[config.mk]
export PLATFORM = sky130hd
export DESIGN_NAME = readout_frame_receiver
export DESIGN_NICKNAME = d
export VERILOG_FILES = /design/src/rtl/readout_frame_receiver.sv
export SDC_FILE = /design/constraint.sdc
export NUM_CORES = 1
export LEC_CHECK = 0
export ABC_CLOCK_PERIOD_IN_PS = 7400
export BUFFER_PORTS_ARGS = -buffer_cell sky130_fd_sc_hd__buf_4
export CAP_MARGIN = 15
export CORE_UTILIZATION = 30
export CTS_CLUSTER_DIAMETER = 150
export DETAILED_ROUTE_END_ITERATION = 8
export GPL_TIMING_DRIVEN = 0
export PLACE_DENSITY_LB_ADDON = 0.12
export SLEW_MARGIN = 0
export SYNTH_ARGS = -nofsm -noshare
export SYNTH_HDL_FRONTEND = slang
export SYNTH_SLANG_ARGS = --single-unit
[constraint.sdc]
create_clock -name clk -period 7.4 [get_ports clk]
set_input_delay 1.48 -clock clk [delete_from_list [all_inputs] [get_ports clk]]
set_output_delay 1.48 -clock clk [all_outputs]
set_load 0.01 [all_outputs]
[src/rtl/readout_frame_receiver.sv]
// readout_frame_receiver
//
// Receiving end of the AE serial readout link. Deserializes the frames sent by
// the readout FSM: a RTC_W-bit timestamp (ser_sel=0) followed by any number of
// WORD_W-bit channel-memory words (ser_sel=1), all inside one ser_frame
// envelope, MSB first. Timestamp and words are handed to host logic as
// single-cycle strobes, with a per-frame word count and sticky protocol errors.
//
// Optional feature: define RX_TIMEOUT_EN to enable the in-frame idle timeout
// (parameter TIMEOUT_CYC, err_flags[3]). Without it, a frame may idle forever
// and err_flags[3] is tied to 0.
//
// Ports
//   clk          system clock
//   reset        asynchronous, active-high
//   ser_frame    frame envelope
//   ser_sel      field select: 0 = RTC, 1 = memory data
//   ser_valid    bit strobe qualifying ser_data (ignored while ser_frame=0)
//   ser_data     serial bit, MSB first
//   rtc_value    last complete timestamp, held until the next one
//   rtc_valid    1-cycle pulse, rtc_value updated
//   word_data    last complete word
//   word_idx     position of word_data within its bank, 0..BANK_WORDS-1
//   word_bank    toggles on each word_idx wrap, starts at 0 every frame
//   word_valid   1-cycle pulse, word_data/word_idx/word_bank updated
//   frame_words  words received in the last frame, saturating at 16'hFFFF
//   frame_done   1-cycle pulse, frame closed normally
//   err_flags    sticky, cleared at next frame start
//                [0] RTC short, [1] field order, [2] partial word, [3] timeout
//
// state | meaning
// ------+-------------------------------------------------------------
// IDLE  | waiting for ser_frame; a bit in the start cycle is RTC bit 0
// RTC   | shifting in the timestamp field
// DATA  | shifting in memory words until ser_frame drops
// DRAIN | protocol error seen, ignore everything until ser_frame drops

module readout_frame_receiver #(
  parameter int RTC_W      = 30,
  parameter int WORD_W     = 16,
  parameter int BANK_WORDS = 200
`ifdef RX_TIMEOUT_EN
  ,
  parameter int TIMEOUT_CYC = 1024
`endif
) (
  input  logic              clk,
  input  logic              reset,
  input  logic              ser_frame,
  input  logic              ser_sel,
  input  logic              ser_valid,
  input  logic              ser_data,
  output logic [RTC_W-1:0]  rtc_value,
  output logic              rtc_valid,
  output logic [WORD_W-1:0] word_data,
  output logic [8:0]        word_idx,
  output logic              word_bank,
  output logic              word_valid,
  output logic [15:0]       frame_words,
  output logic              frame_done,
  output logic [3:0]        err_flags
);

  localparam int CNT_W = $clog2((RTC_W > WORD_W) ? RTC_W : WORD_W) + 1;
  localparam logic [CNT_W-1:0] RTC_LAST  = CNT_W'(RTC_W - 1);
  localparam logic [CNT_W-1:0] WORD_LAST = CNT_W'(WORD_W - 1);
  localparam logic [8:0]       IDX_LAST  = 9'(BANK_WORDS - 1);

  typedef enum logic [1:0] {
    S_IDLE,
    S_RTC,
    S_DATA,
    S_DRAIN
  } state_t;

  state_t state_q, state_d;

  logic [CNT_W-1:0]  bit_cnt_q;
  logic [CNT_W-1:0]  cnt_eff;
  logic [RTC_W-2:0]  rtc_shift_q;
  logic [WORD_W-2:0] word_shift_q;
  logic [8:0]        idx_cnt_q;
  logic              bank_q;

  logic       frame_start;
  logic       rtc_bit;
  logic       rtc_done;
  logic       word_bit;
  logic       word_done;
  logic       frame_close;
  logic [3:0] err_set;
  logic       timeout_hit;

  // The start cycle can already carry RTC bit 0, and bit_cnt still holds
  // leftovers from a previous frame at that point, so count from zero there.
  assign cnt_eff = (state_q == S_IDLE) ? '0 : bit_cnt_q;

`ifdef RX_TIMEOUT_EN
  localparam logic [15:0] TO_LOAD = 16'(TIMEOUT_CYC - 1);

  logic [15:0] idle_cnt_q;
  logic        in_field;

  assign in_field    = (state_q == S_RTC) || (state_q == S_DATA);
  assign timeout_hit = in_field && (idle_cnt_q == 16'd0);

  // Down-counter reloaded by every accepted bit; terminal count 0 means
  // TIMEOUT_CYC consecutive cycles went by without a bit.
  always_ff @(posedge clk or posedge reset) begin
    if (reset) begin
      idle_cnt_q <= TO_LOAD;
    end else if (frame_start || rtc_bit || word_bit || !in_field) begin
      idle_cnt_q <= TO_LOAD;
    end else if (idle_cnt_q != 16'd0) begin
      idle_cnt_q <= idle_cnt_q - 16'd1;
    end
  end
`else
  assign timeout_hit = 1'b0;
`endif

  always_ff @(posedge clk or posedge reset) begin
    if (reset) begin
      state_q <= S_IDLE;
    end else begin
      state_q <= state_d;
    end
  end

  always_comb begin
    state_d     = state_q;
    frame_start = 1'b0;
    rtc_bit     = 1'b0;
    rtc_done    = 1'b0;
    word_bit    = 1'b0;
    word_done   = 1'b0;
    frame_close = 1'b0;
    err_set     = 4'b0000;

    case (state_q)
      S_IDLE: begin
        if (ser_frame) begin
          frame_start = 1'b1;
          state_d     = S_RTC;
        end
      end
      S_RTC: begin
        if (!ser_frame) begin
          err_set[0] = 1'b1;
          state_d    = S_IDLE;
        end
      end
      S_DATA: begin
        if (!ser_frame) begin
          frame_close = 1'b1;
          if (bit_cnt_q != '0) begin
            err_set[2] = 1'b1;
          end
          state_d = S_IDLE;
        end
      end
      S_DRAIN: begin
        if (!ser_frame) begin
          state_d = S_IDLE;
        end
      end
      default: state_d = S_IDLE;
    endcase

    // Timestamp field: start cycle of IDLE or inside RTC.
    if (ser_frame && ((state_q == S_IDLE) || (state_q == S_RTC))) begin
      if (ser_valid) begin
        if (!ser_sel) begin
          rtc_bit = 1'b1;
          if (cnt_eff == RTC_LAST) begin
            rtc_done = 1'b1;
            state_d  = S_DATA;
          end
        end else begin
          err_set[0] = 1'b1;
          state_d    = S_DRAIN;
        end
      end else if (timeout_hit) begin
        err_set[3] = 1'b1;
        state_d    = S_DRAIN;
      end
    end

    // Memory-word field.
    if (ser_frame && (state_q == S_DATA)) begin
      if (ser_valid) begin
        if (ser_sel) begin
          word_bit = 1'b1;
          if (bit_cnt_q == WORD_LAST) begin
            word_done = 1'b1;
          end
        end else begin
          err_set[1] = 1'b1;
          state_d    = S_DRAIN;
        end
      end else if (timeout_hit) begin
        err_set[3] = 1'b1;
        state_d    = S_DRAIN;
      end
    end
  end

  always_ff @(posedge clk or posedge reset) begin
    if (reset) begin
      bit_cnt_q    <= '0;
      rtc_shift_q  <= '0;
      word_shift_q <= '0;
      idx_cnt_q    <= '0;
      bank_q       <= 1'b0;
      rtc_value    <= '0;
      rtc_valid    <= 1'b0;
      word_data    <= '0;
      word_idx     <= '0;
      word_bank    <= 1'b0;
      word_valid   <= 1'b0;
      frame_words  <= '0;
      frame_done   <= 1'b0;
      err_flags    <= '0;
    end else begin
      rtc_valid  <= rtc_done;
      word_valid <= word_done;
      frame_done <= frame_close;
      err_flags  <= (frame_start ? 4'b0000 : err_flags) | err_set;

      if (rtc_done || word_done) begin
        bit_cnt_q <= '0;
      end else if (rtc_bit || word_bit) begin
        bit_cnt_q <= cnt_eff + CNT_W'(1);
      end else if (frame_start) begin
        bit_cnt_q <= '0;
      end

      if (rtc_bit) begin
        rtc_shift_q <= {rtc_shift_q[RTC_W-3:0], ser_data};
      end
      if (rtc_done) begin
        rtc_value <= {rtc_shift_q, ser_data};
      end

      if (word_bit) begin
        word_shift_q <= {word_shift_q[WORD_W-3:0], ser_data};
      end

      if (frame_start) begin
        idx_cnt_q   <= '0;
        bank_q      <= 1'b0;
        frame_words <= '0;
      end else if (word_done) begin
        word_data <= {word_shift_q, ser_data};
        word_idx  <= idx_cnt_q;
        word_bank <= bank_q;
        if (idx_cnt_q == IDX_LAST) begin
          idx_cnt_q <= '0;
          bank_q    <= ~bank_q;
        end else begin
          idx_cnt_q <= idx_cnt_q + 9'd1;
        end
        if (frame_words != 16'hFFFF) begin
          frame_words <= frame_words + 16'd1;
        end
      end
    end
  end

endmodule

Word-level counts from Yosys, hierarchy flattened:

Cells that the tools add are included.

* register bits after elaboration: 141
* input bits: 6
* output and inout port bits: 79
* logic and storage cells: 93

* reduce and logical (&&, ||, !) cells: 15
* eq/ne operators: 7
* bitwise logic cells: 3
* add/sub/neg operators: 3
* multiplexer cells: 50

Operator list (count)
* two-way mux 16 bit: 3
* two-way mux 1 bit: 29
* two-way mux 9 bit: 3
* two-way mux 6 bit: 4
* two-way mux 2 bit: 9
* adder 16 x 1 -> 16 bit (second input constant): 1
* inequality test 16 bit (second input constant): 1
* adder 9 x 1 -> 9 bit (second input constant): 1
* == test 9 x 8 -> 1 bit (second input constant): 1
* adder 6 x 1 -> 6 bit (second input constant): 1
* == test 6 x 4 -> 1 bit (second input constant): 1
* == test 6 x 5 -> 1 bit (second input constant): 1
* AND reduction 2 bit: 3
* nonzero test 2 bit: 3
* nonzero test 6 bit: 1
* == test 2 bit (second input constant): 2
* two-way mux 4 bit: 1
* OR 4 x 3 -> 4 bit: 1
* one-hot mux 2 bit (2 select lines): 1
* logical OR 1 bit: 3
* nonzero test 3 bit: 1
* OR reduction 3 bit: 1
* == test 2 x 1 -> 1 bit (second input constant): 1
* logical AND 1 bit: 2
* 2 further kinds: 3

Depth between registers and ports, before layout:

* depth after elaboration: 10
* gate-level depth with buffers: 11
* gate-level depth less buffers: 9

Least setup slack after synthesis:

Ideal clock, no wire load.

* path kind: input to register
* from: input port ser_frame
* to: register frame_words[5]
* data arrival time: 2.842 ns
* required time: 7.321 ns
* path slack: 4.478 ns
* stages: 6
* library setup time: 0.079 ns
* path buffers: 2
* cell sequence: buf_4 -> or3b_1 -> buf_6 -> and4_4 -> a2111oi_2 -> mux2i_1

* cells in the longest elaborated chain, start to end: 4
* elaborated cells between the ends (all ways): 8
* those cells by class: 4 x mux; 4 x reduce/logical

Ends and longest elaborated chain
* from (decl): line 49 `input logic ser_frame,`
* two-way mux 1 bit / logical AND 1 bit (equally long branches): line 142, 190
* two-way mux 1 bit, on equally long branches: line 140, 190
* nonzero test 2 bit (no source line)
* AND reduction 2 bit (no source line)
* to (signal assigned): line 264 `frame_words <= frame_words + 16'd1;`
* to (decl): line 59 `output logic [15:0] frame_words,`

Parallel ways exist; a longest one is shown, timed or not.
A chain may end at the register's enable or synchronous reset.

Worst setup path in the final report:

* from: input port ser_frame
* to: register bank_q

* cells in the longest elaborated chain, start to end: 4
* elaborated cells between the ends (all ways): 8
* those cells by class: 4 x mux; 4 x reduce/logical

Ends and longest elaborated chain
* two-way mux 1 bit / logical AND 1 bit (equally long branches): line 142, 190
* two-way mux 1 bit, on equally long branches: line 140, 190
* nonzero test 2 bit (no source line)
* AND reduction 2 bit (no source line)
* to (signal assigned): line 259 `bank_q <= ~bank_q;`
* to (decl): line 83 `logic bank_q;`

Parallel ways exist; a longest one is shown, timed or not.

==> flow_summary_export.csv <==
group,metric,value,unit
timing,worst_pin_slew,0.915,ns
floorplan,die-area,0.0208,mm2
critical_path,worstPathArrival,3.14,ns
logic_synthesis,yosysTopAreaCell,"dfrtp_1",
clock_network,numCtsBuffers,17,
placed_design,portBuffers,82,
clock_network,cts.sinks,140,
logic_synthesis,ys_ff_latch,140,
global_route,overflow,0,
logic_synthesis,syn_inst,588,
clock_network,cts_tree,"done",
floorplan,io_pins,85,
logic_synthesis,netlist_area,0.00605,mm2
route,postRouteAntennaNets,0,
timing,relSlewSlack,38.5,%
logic_synthesis,yosysMostFrequentCell,"nand2_1",
logic_synthesis,synth_async_sr_flop_share,100,%
route,drt-pass1-iter-count,4,
cells_and_area,drive_gt1_share,26.3,%
logic_synthesis,syn_nets,598,
logic_synthesis,synth.distinct_cells,53,
placed_design,place_congestion,0.808,
logic_synthesis,synth-edff-count,0,
hold_path,holdPathStages,2,
global_route,grt_max_degree,75,
logic_synthesis,synth_top_family_by_area,"simple AND/OR/NAND/NOR gates",
logic_synthesis,synthAdderAreaFrac,0.827,%
critical_path,reg2reg_depth,10,
timing,rsz0062_at_grt,"false",
logic_synthesis,synth_xor_area_share,0.145,%
pwr,irDropWorstVdd,0.137,mV
clock_network,cts_root_buf,"clkbuf_16",
logic_synthesis,synth_area_leaders,"dfrtp_1 58%, nand2_1 12%, mux2_2 8.4%",
timing,finalHoldViolCount,0,
timing,min_period_over_period,38.0,%
route,via_per_inst,4.63,
timing,fmax,355,MHz
logic_synthesis,ys_seq_area_share,57.9,%
pwr,p_leak,3.89,nW
timing,fin_setup_tns,0,ns
route,drcViolationCount,0,
clock_network,insertion_delay,0.42,ns
floorplan,start_util,30.8,%
timing,min_period,2.81,ns
route,drt_iter0_markers,185,
timing,skew,0.0103,ns
flow_run,drv_cap,0,
global_route,grt_pass1_vias,4494,
critical_path,worstPathRequired,7.72,ns
pwr,powerDensity,224,mW/mm2
cells_and_area,nets,700,
pwr,p_total,1.70,mW
global_route,grt_util_all_layers,14.4,%
logic_synthesis,synth_compound_gate_area_share,6.28,%
timing,timing.final.setup_violations,0,
floorplan,core_area,0.0197,mm2
clock_network,post-cts-setup-buffer-count,0,
critical_path,crit_type,"primary input to register",
timing,slew_violations,0,
global_route,grt_pass1_wl,23.1,mm
clock_network,clk_pin_slew_worst_paths,0.06,ns
logic_synthesis,synthTopCellsByCount,"197 x nand2_1, 140 x dfrtp_1, 45 x mux2_2, 18 x nand3_1, 15 x clkbuf_1",
floorplan,die_y,144,um
route,vias,4482,
clock_network,postCtsResizedCells,0,
logic_synthesis,synth_mux_area_share,10.0,%
outcome,status,"complete, no violations",
cells_and_area,n_fill_cell,2011,
critical_path,crit_fanout,10,
critical_path,cp-start-kind,"primary input",
global_route,grt_antenna_before_repair,0,
placed_design,dp_hpwl,9.25,mm
clock_network,htree_levels,4,
critical_path,critPathCaptureType,"register",
route,wl_per_cell,14.2,um
logic_synthesis,ys.flop_type,"dfrtp_1",
logic_synthesis,synth_area_per_cell,10.3,um2
clock_network,cts_hold_buf,0,
clock_network,cts_buffer_depth,2,
hold_path,worstHoldPathType,"register to register",
logic_synthesis,ys_warn_count,0,
logic_synthesis,synthSimpleGateAreaFrac,21.3,%
floorplan,die_x,144,um
floorplan,fp-row-count,51,
logic_synthesis,yosysTopAreaCellShare,57.9,%
route,routed_wl,13.8,mm
cells_and_area,area_growth,25.4,%
cells_and_area,diodes,0,
-- stage by stage --
step	instance area [um2]	hold slack, ns	util [%]	worst slack [ns]	std cells
global route	7590	0.490	38.6	4.37	968
floorplan	6050	0.433	-	2.17	588
CTS	7590	0.480	38.6	4.58	968
finish	7590	0.475	38.6	4.59	968
global placement	7000	0.461	35.6	0.353	935
detailed placement	7030	0.463	35.8	4.13	936
-- final timing paths --
check                             startpoint             end  slack [ns]
worst min register to register  rtc_value[1]    rtc_value[1]        0.48
worst max register to register    state_q[1]   rtc_value[22]        4.92
max in group asynchronous              reset  frame_words[8]        5.46
worst max-delay path               ser_frame          bank_q        4.59
worst min-delay path            rtc_value[1]    rtc_value[1]        0.48
min in group asynchronous              reset    rtc_value[2]        1.15
-- logic make-up (layout without fill, tap and decap cells) --
family | count (synthesis) | after routing
simple gates | 287 | 287
flops | 140 | 140
mux | 55 | 55
compound gates | 54 | 54
buf+inv | 46 | 161
fa+ha+maj | 4 | 4
other cells | 1 | 1
xor+xnor | 1 | 1
-- registers in the layout, indices dropped and copies added (netlist names) --
| signal | cells |
|---|---|
| rtc_value | 30 |
| rtc_shift_q | 29 |
| frame_words | 16 |
| word_data | 16 |
| word_shift_q | 15 |
| idx_cnt_q | 9 |
| word_idx | 9 |
| bit_cnt_q | 6 |
| err_flags | 3 |
| state_q | 2 |
| bank_q | 1 |
| frame_done | 1 |
| rtc_valid | 1 |
| word_bank | 1 |
| word_valid | 1 |
-- cells in the final DEF, fill, tap and decap left out, drive strengths merged, types with 5 or more instances in the layout --
master and n:
a21oi 10, nand2b 9, nand2 197, nand4 7, nor4 8, nand3 19
buf 100, mux2i 10, or3 5, nor2 13, dfrtp 140, inv 16
mux2 45, o21ai 10, clkbuf 35, nor3 5, clkinvlp 5
-- cell type report --
type                       instances  area [um2]  area share (%)
sequential                       140        3500            46.1
multi-input combinational        402        2340            30.8
timing repair buffer              83         643            8.47
clock buffer                      19         443            5.83
tap                              265         332            4.37
buffer                            33         164            2.16
clock inverter                    13         118            1.55
inverter                          13        53.8           0.708
-- critical path, cell delays in order --
cell	delay, ns
buf_4	0.14
or3b_1	0.17
buf_6	0.13
clkbuf_1	0.42
clkbuf_1	0.51
o211ai_1	0.18
o31ai_1	0.10
-- metal layers --
layer  vias up  routed length (um)  track usage (%)
met5         -                   0                0
met4         0                 180             6.16
met1      2160                6470             18.8
li1       2204                   -                -
met2       102                6480             22.7
met3        16                 642             3.68
-- where the power goes --
part / internal, mW / switching, mW
Combinational: 0.0367 / 0.0465
Clock: 0.472 / 0.340
Sequential: 0.791 / 0.0183
(Power assumes the default switching activity.)
